`src/rtl/fetch_stage_if.sv`:
```
// rtl/fetch_stage_if.sv - fetch stage bus: hazard/decode controls, imem port, IF/ID outputs
// Ports grouped here:
//   stall, br, npc, Dclr    : controls from hazard unit and D-stage decode
//   imem_addr / imem_rdata  : combinational instruction-memory port
//   instr_D, pc_D, pc8_D,
//   valid_D, fetch_cnt      : IF/ID register contents delivered to D
// master = fetch stage, slave = surrounding pipeline / memory.
interface fetch_stage_if;
    logic        stall;
    logic        br;
    logic [31:0] npc;
    logic        Dclr;
    logic [31:0] imem_addr;
    logic [31:0] imem_rdata;
    logic [31:0] instr_D;
    logic [31:0] pc_D;
    logic [31:0] pc8_D;
    logic        valid_D;
    logic [31:0] fetch_cnt;

    modport master (
        input  stall, br, npc, Dclr, imem_rdata,
        output imem_addr, instr_D, pc_D, pc8_D, valid_D, fetch_cnt
    );

    modport slave (
        output stall, br, npc, Dclr, imem_rdata,
        input  imem_addr, instr_D, pc_D, pc8_D, valid_D, fetch_cnt
    );
endinterface

```
`src/rtl/fetch_stage.sv`:
```
// rtl/fetch_stage.sv - MIPS instruction-fetch stage with IF/ID pipeline register
// Ports:
//   clk   : clock, all state on rising edge
//   reset : asynchronous active-high reset
//   bus   : fetch_stage_if.master (controls in, imem port, IF/ID outputs)
module fetch_stage #(
    parameter logic [31:0] PC_RESET = 32'h0000_3000,
    parameter logic [31:0] NOP_WORD = 32'h0000_0000
) (
    input  logic          clk,
    input  logic          reset,
    fetch_stage_if.master bus
);
    logic [31:0] pc_f;
    logic [31:0] instr_d;
    logic [31:0] pc_d;
    logic        valid_d;
    logic [31:0] fetch_cnt;

    // Redirect targets are forced word-aligned; the low two bits of npc are dropped.
    logic [31:0] pc_next;
    assign pc_next = bus.br ? {bus.npc[31:2], 2'b00} : pc_f + 32'd4;

    always_ff @(posedge clk or posedge reset) begin
        if (reset) begin
            pc_f      <= PC_RESET;
            instr_d   <= NOP_WORD;
            pc_d      <= PC_RESET;
            valid_d   <= 1'b0;
            fetch_cnt <= 32'd0;
        end else if (!bus.stall) begin
            // Stall freezes everything, so a pending redirect/annul waits for release.
            pc_f <= pc_next;
            pc_d <= pc_f;
            if (bus.Dclr) begin
                // Annulled delay slot: bubble into D, not counted as delivered.
                instr_d <= NOP_WORD;
                valid_d <= 1'b0;
            end else begin
                instr_d   <= bus.imem_rdata;
                valid_d   <= 1'b1;
                fetch_cnt <= fetch_cnt + 32'd1;
            end
        end
    end

    assign bus.imem_addr = pc_f;
    assign bus.instr_D   = instr_d;
    assign bus.pc_D      = pc_d;
    assign bus.pc8_D     = pc_d + 32'd8;
    assign bus.valid_D   = valid_d;
    assign bus.fetch_cnt = fetch_cnt;
endmodule

```
`src/flat_wrapper.sv`:
```
// flat-port wrapper written by rule: the top's interface ports become plain ports
module fetch_stage_flat 
#(
    parameter logic [31:0] PC_RESET = 32'h0000_3000,
    parameter logic [31:0] NOP_WORD = 32'h0000_0000
)
  (clk, reset, bus_stall, bus_br, bus_npc, bus_Dclr, bus_imem_rdata, bus_imem_addr, bus_instr_D, bus_pc_D, bus_pc8_D, bus_valid_D, bus_fetch_cnt);
  fetch_stage_if bus_i ();
  input  logic clk;
  input  logic reset;
  input wire logic [$bits(bus_i.stall)-1:0] bus_stall;
  input wire logic [$bits(bus_i.br)-1:0] bus_br;
  input wire logic [$bits(bus_i.npc)-1:0] bus_npc;
  input wire logic [$bits(bus_i.Dclr)-1:0] bus_Dclr;
  input wire logic [$bits(bus_i.imem_rdata)-1:0] bus_imem_rdata;
  output wire logic [$bits(bus_i.imem_addr)-1:0] bus_imem_addr;
  output wire logic [$bits(bus_i.instr_D)-1:0] bus_instr_D;
  output wire logic [$bits(bus_i.pc_D)-1:0] bus_pc_D;
  output wire logic [$bits(bus_i.pc8_D)-1:0] bus_pc8_D;
  output wire logic [$bits(bus_i.valid_D)-1:0] bus_valid_D;
  output wire logic [$bits(bus_i.fetch_cnt)-1:0] bus_fetch_cnt;
  assign bus_i.stall = bus_stall;
  assign bus_i.br = bus_br;
  assign bus_i.npc = bus_npc;
  assign bus_i.Dclr = bus_Dclr;
  assign bus_i.imem_rdata = bus_imem_rdata;
  assign bus_imem_addr = bus_i.imem_addr;
  assign bus_instr_D = bus_i.instr_D;
  assign bus_pc_D = bus_i.pc_D;
  assign bus_pc8_D = bus_i.pc8_D;
  assign bus_valid_D = bus_i.valid_D;
  assign bus_fetch_cnt = bus_i.fetch_cnt;
  fetch_stage #(.PC_RESET(PC_RESET), .NOP_WORD(NOP_WORD)) u_core (.clk(clk), .reset(reset), .bus(bus_i));
endmodule
```
`config.mk`:
```
export PLATFORM = sky130hd
export DESIGN_NAME = fetch_stage_flat
export DESIGN_NICKNAME = d
export VERILOG_FILES = /design/src/rtl/fetch_stage_if.sv /design/src/rtl/fetch_stage.sv /design/src/flat_wrapper.sv
export SDC_FILE = /design/constraint.sdc
export NUM_CORES = 1
export LEC_CHECK = 0
export CORE_ASPECT_RATIO = 0.9
export CORE_MARGIN = 3
export CORE_UTILIZATION = 48
export DETAILED_ROUTE_END_ITERATION = 8
export GPL_TIMING_DRIVEN = 0
export HOLD_SLACK_MARGIN = 0.06
export PLACE_DENSITY = 0.95
export REMOVE_ABC_BUFFERS = 1
export SETUP_SLACK_MARGIN = 0.4
export SLEW_MARGIN = 10
export SYNTH_ARGS = -nofsm -noshare
export SYNTH_HDL_FRONTEND = slang
export SYNTH_SLANG_ARGS = --single-unit
```
`constraint.sdc`:
```
create_clock -name clk -period 8.2 [get_ports clk]
set_input_delay 0.82 -clock clk [delete_from_list [all_inputs] [get_ports clk]]
set_output_delay 0.82 -clock clk [all_outputs]
set_load 0.1 [all_outputs]
```
# Word level (Yosys, flattened, before mapping)
# Cells that the tools add are included.
dict set report totals {
  inputBits 69
  elab_cells 14
  reg_bits 129
  out_inout_bits 161
}
dict set report classes {
  n_mux 3
  n_reduce_logical 1
  n_bitwise 2
  n_addsub 3
}
# op n
set op_table {}
lappend op_table {{32-bit 2-to-1 mux} 2}
lappend op_table {{32-bit by 1-bit adder with 32-bit output (second input constant)} 1}
lappend op_table {{32-bit by 3-bit adder with 32-bit output (second input constant)} 1}
lappend op_table {{32-bit by 4-bit adder with 32-bit output (second input constant)} 1}
lappend op_table {{1-bit NOT} 2}
lappend op_table {{2-bit AND reduction} 1}
lappend op_table {{1-bit 2-to-1 mux} 1}

# Longest topological paths before layout
dict set report depth {
  ltp_word 2
  ltp_mapped 7
  mapped_depth_nobuf 6
}

# Least setup slack after synthesis
# No wires, ideal clock.
dict set report synth_path {
  path_type {register -> output}
  from {reg u_core.pc_d[3], in the netlist u_core.bus.pc_D[3]}
  to {out bus_pc8_D[19]}
  t_required_ns 7.380
  slack_ns 3.667
  path_stages_with_launch 7
  n_path_buf 1
  arrival_ns 3.713
  cell_sequence {dfrtp_1 ha_1 and4_1 clkbuf_1 nor2b_1 nand4_1 xnor2_1}
}
dict set report synth_via {
  elab_chain_len 1
}
# element line
set synth_lines {}
lappend synth_lines {{start, declared} fetch_stage.sv:16} ;# logic [31:0] pc_d;
lappend synth_lines {{start signal, assigned} fetch_stage.sv:34} ;# pc_d <= pc_f;
lappend synth_lines {{32-bit by 4-bit adder with 32-bit output} fetch_stage.sv:50} ;# assign bus.pc8_D = pc_d + 32'd8;
lappend synth_lines {{end, declared} flat_wrapper.sv:19} ;# output wire logic [$bits(bus_i.pc8_D)-1:0] bus_pc8_D;
# Every way passes these cells.

# Worst setup path in the final report
dict set report layout_path {
  from {reg u_core.pc_d[12], in the netlist u_core.bus.pc_D[12]}
  to {out bus_pc8_D[31]}
}
# Same word-level chain as after synthesis.

==> metrics.txt <==
outcome=completed; Post-synth EDFFs=0; Final Cell Area=9110 um^2; asr flop ratio synth=100.0%; GR Util All Layers=25.59%; largest net degree at the start of global routing=80; first-pass GRT wire length=29.38 mm; Post-Route Setup TNS=0 ns; fmax=0.2176 GHz; drt pass-1 iters=5; most utilized layer in the global route result=met2; root buffer cell=clkbuf_16; clk sink count=125; WP data arrival=3.77 ns; die area=14280 um^2; CTS tree=built; hold buffers post-CTS=0; Worst setup SP type=flop; Final setup viols=0; GRT overflow=0; element type at the critical path end=output pin; Max VDD drop=221.9 uV; GP Congestion=0.9085; Core Box Area=12310 um^2; Pwr Density=312.0 nW/um^2; M2 GR Usage=42.48%; FF+latch count, synth=125; ANT nets after route=0; DP Area=8486 um^2; synthesized area=6183 um^2; fin crit share=56.04%; worst reg-to-reg setup slack=5.95 ns; met1 Usage GRT=31.26%; Total Nets Final=876; initial core utilization=50.21%; final count of hold timing violations=0; unrepaired setup endpoints after global routing=false; fillcell total=815; Worst Skew=0.01111 ns; DR iter-0 viols=451; initial antenna violation count=0; PortBufs=221; grt met3 use=8.287%; Ys Warns=0; Max clock buf depth=2; area grow syn2layout=47.33%; Tightest Pin Transition=1.074 ns; Ports=230; Worst-path clk slew=0.06 ns; Rel. slew slack=27.77%; ys flop type=dfrtp_1; die height=113.7 um; register area share after synthesis=50.67%; Static Leak=3.757 nW; HPWL Detailed=13.04 mm; Hold Path Class=flop to flop; Via density=5.803; Crit path required time=7.38 ns; Max-cap violations=0; post_cts resized=0; DR vias=5675; setup repair bufs after CTS=0; CP peak stage delay=1.15 ns; utilization after layout=73.98%; slowest CP cell=clkdlybuf4s50_1; H-tree depth=4; # DRC=0; count of unique library cells instantiated by Yosys=56; Cell Rows=38; fin. max-slew vios=0; die width=125.6 um; synthesized instance count=596; vias in the first global route=5650; critical-path cell list=and4_1 > nand2_1 > nor4_1 > nand4_1 > xnor2_1 > clkdlybuf4s50_1; Syn Area/Cell=10.37 um^2; Post-Route WL=18.53 mm; Setup CP Type=flop to output pin; Tmin final=4.595 ns; worst hold path cell count=1; Worst Reg-to-Reg Cells=5; total CTS buffers=17; Routed wire per std cell=18.95 um; worst hold margin=0.4739 ns; share of layout cells above drive strength 1=9.058%; Worst-Skew Late Latency=0.41 ns; Critical Path Fanout Max=7
sequential cells by signal, indices dropped and copies added, names as in the netlist:
name	flops
u_core.bus.imem_addr	30
u_core.bus.instr_D	32
u_core.bus.pc_D	30
u_core.bus.fetch_cnt	32
u_core.bus.valid_D	1
metrics by stage:
step	setup WS (ns)	cells	power, mW
2_1_floorplan	3.682	562	1.734
3_3_place_gp	0.5592	943	2.042
3_5_place_dp	3.992	945	2.062
4_1_cts	3.540	977	2.853
5_1_grt	3.390	977	2.926
6_report	3.605	978	2.842
cells in the mapped netlist, drive strengths merged (7+ instances only):
| master | count | area (um^2) |
|---|---|---|
| and3 | 11 | 68.82 |
| xor2 | 15 | 131.4 |
| inv | 16 | 60.06 |
| o21ai | 29 | 145.1 |
| nor3 | 14 | 70.07 |
| nand3 | 32 | 160.2 |
| and4 | 11 | 96.34 |
| buf | 16 | 102.6 |
| nor4 | 7 | 65.06 |
| a22o | 31 | 271.5 |
| dfrtp | 121 | 3028 |
| nand2 | 50 | 187.7 |
| mux2 | 25 | 281.5 |
| xnor2 | 43 | 376.6 |
| clkbuf | 23 | 86.33 |
| nand4 | 24 | 165.2 |
| nor2 | 34 | 130.1 |
| a21oi | 21 | 105.1 |
worst paths after layout:
kind	endpoint	from
max in group asynchronous	u_core.bus.imem_addr[12]	reset
min in group asynchronous	u_core.bus.fetch_cnt[22]	reset
max reg2reg	u_core.bus.imem_addr[26]	u_core.bus.imem_addr[10]
min	u_core.bus.fetch_cnt[31]	u_core.bus.fetch_cnt[31]
max	bus_pc8_D[31]	u_core.bus.pc_D[12]
min reg2reg	u_core.bus.fetch_cnt[31]	u_core.bus.fetch_cnt[31]
cell families after synthesis:
family / after synthesis / share of synthesized area [%]
adders and majority gates: 3 / 0.6071
other: 1 / 0.06065
xor gates and xnor gates: 58 / 8.215
buffers and inverters: 55 / 4.027
DFF: 125 / 50.67
and+or+nand+nor: 204 / 17.50
AOI/OAI and AO/OA: 122 / 13.88
muxes: 28 / 5.038
area by class of cell:
type | instances | area (um^2) | share of cell area [%]
Sequential cell | 125 | 3133 | 34.39
Inverter | 16 | 65.06 | 0.7142
Timing Repair Buffer | 223 | 2260 | 24.80
Tap cell | 160 | 200.2 | 2.197
Clock inverter | 14 | 182.7 | 2.005
Multi-Input combinational cell | 421 | 2828 | 31.04
Antenna cell | 1 | 2.502 | 0.02747
Clock buffer | 18 | 439.2 | 4.821
placed cells by master, fill, tap and decap left out, drive strengths merged, types with 6 or more instances in the layout:
cell / n
and4: 11
xor2: 15
nor2: 34
o21ai: 29
nand2: 50
clkbuf: 18
and3: 11
nand3: 32
clkdlybuf4s50: 219
a22o: 31
nor4: 7
a22oi: 6
inv: 20
mux2: 25
nand4: 24
conb: 6
xnor2: 43
nor3: 14
a21oi: 21
dfrtp: 121
power by group:
part	total (mW)	internal (mW)	leakage [nW]	switching, mW
Combinational	1.25	0.291	1.91	0.961
Sequential	0.804	0.694	1.55	0.110
Clock	0.785	0.492	0.294	0.294
Total	2.84	1.48	3.76	1.36
layer usage:
| layer | part of all wire (%) | wire (um) | vias to the layer above |
|---|---|---|---|
| li1 | - | - | 2569 |
| met1 | 39 | 7316 | 2768 |
| met2 | 49 | 9100 | 304 |
| met3 | 8.6 | 1587 | 34 |
| met4 | 2.8 | 525 | 0 |
| met5 | 0 | 0 | - |
worst max-delay path: cells and delay by family, from the launching register on:
family | cells | cell delay, ns
and+or+nand+nor | 4 | 1.43
buffers and inverters | 1 | 1.15
DFF | 1 | 0.59
xor gates and xnor gates | 1 | 0.20
Note: power is estimated with default switching activity, not from simulation.
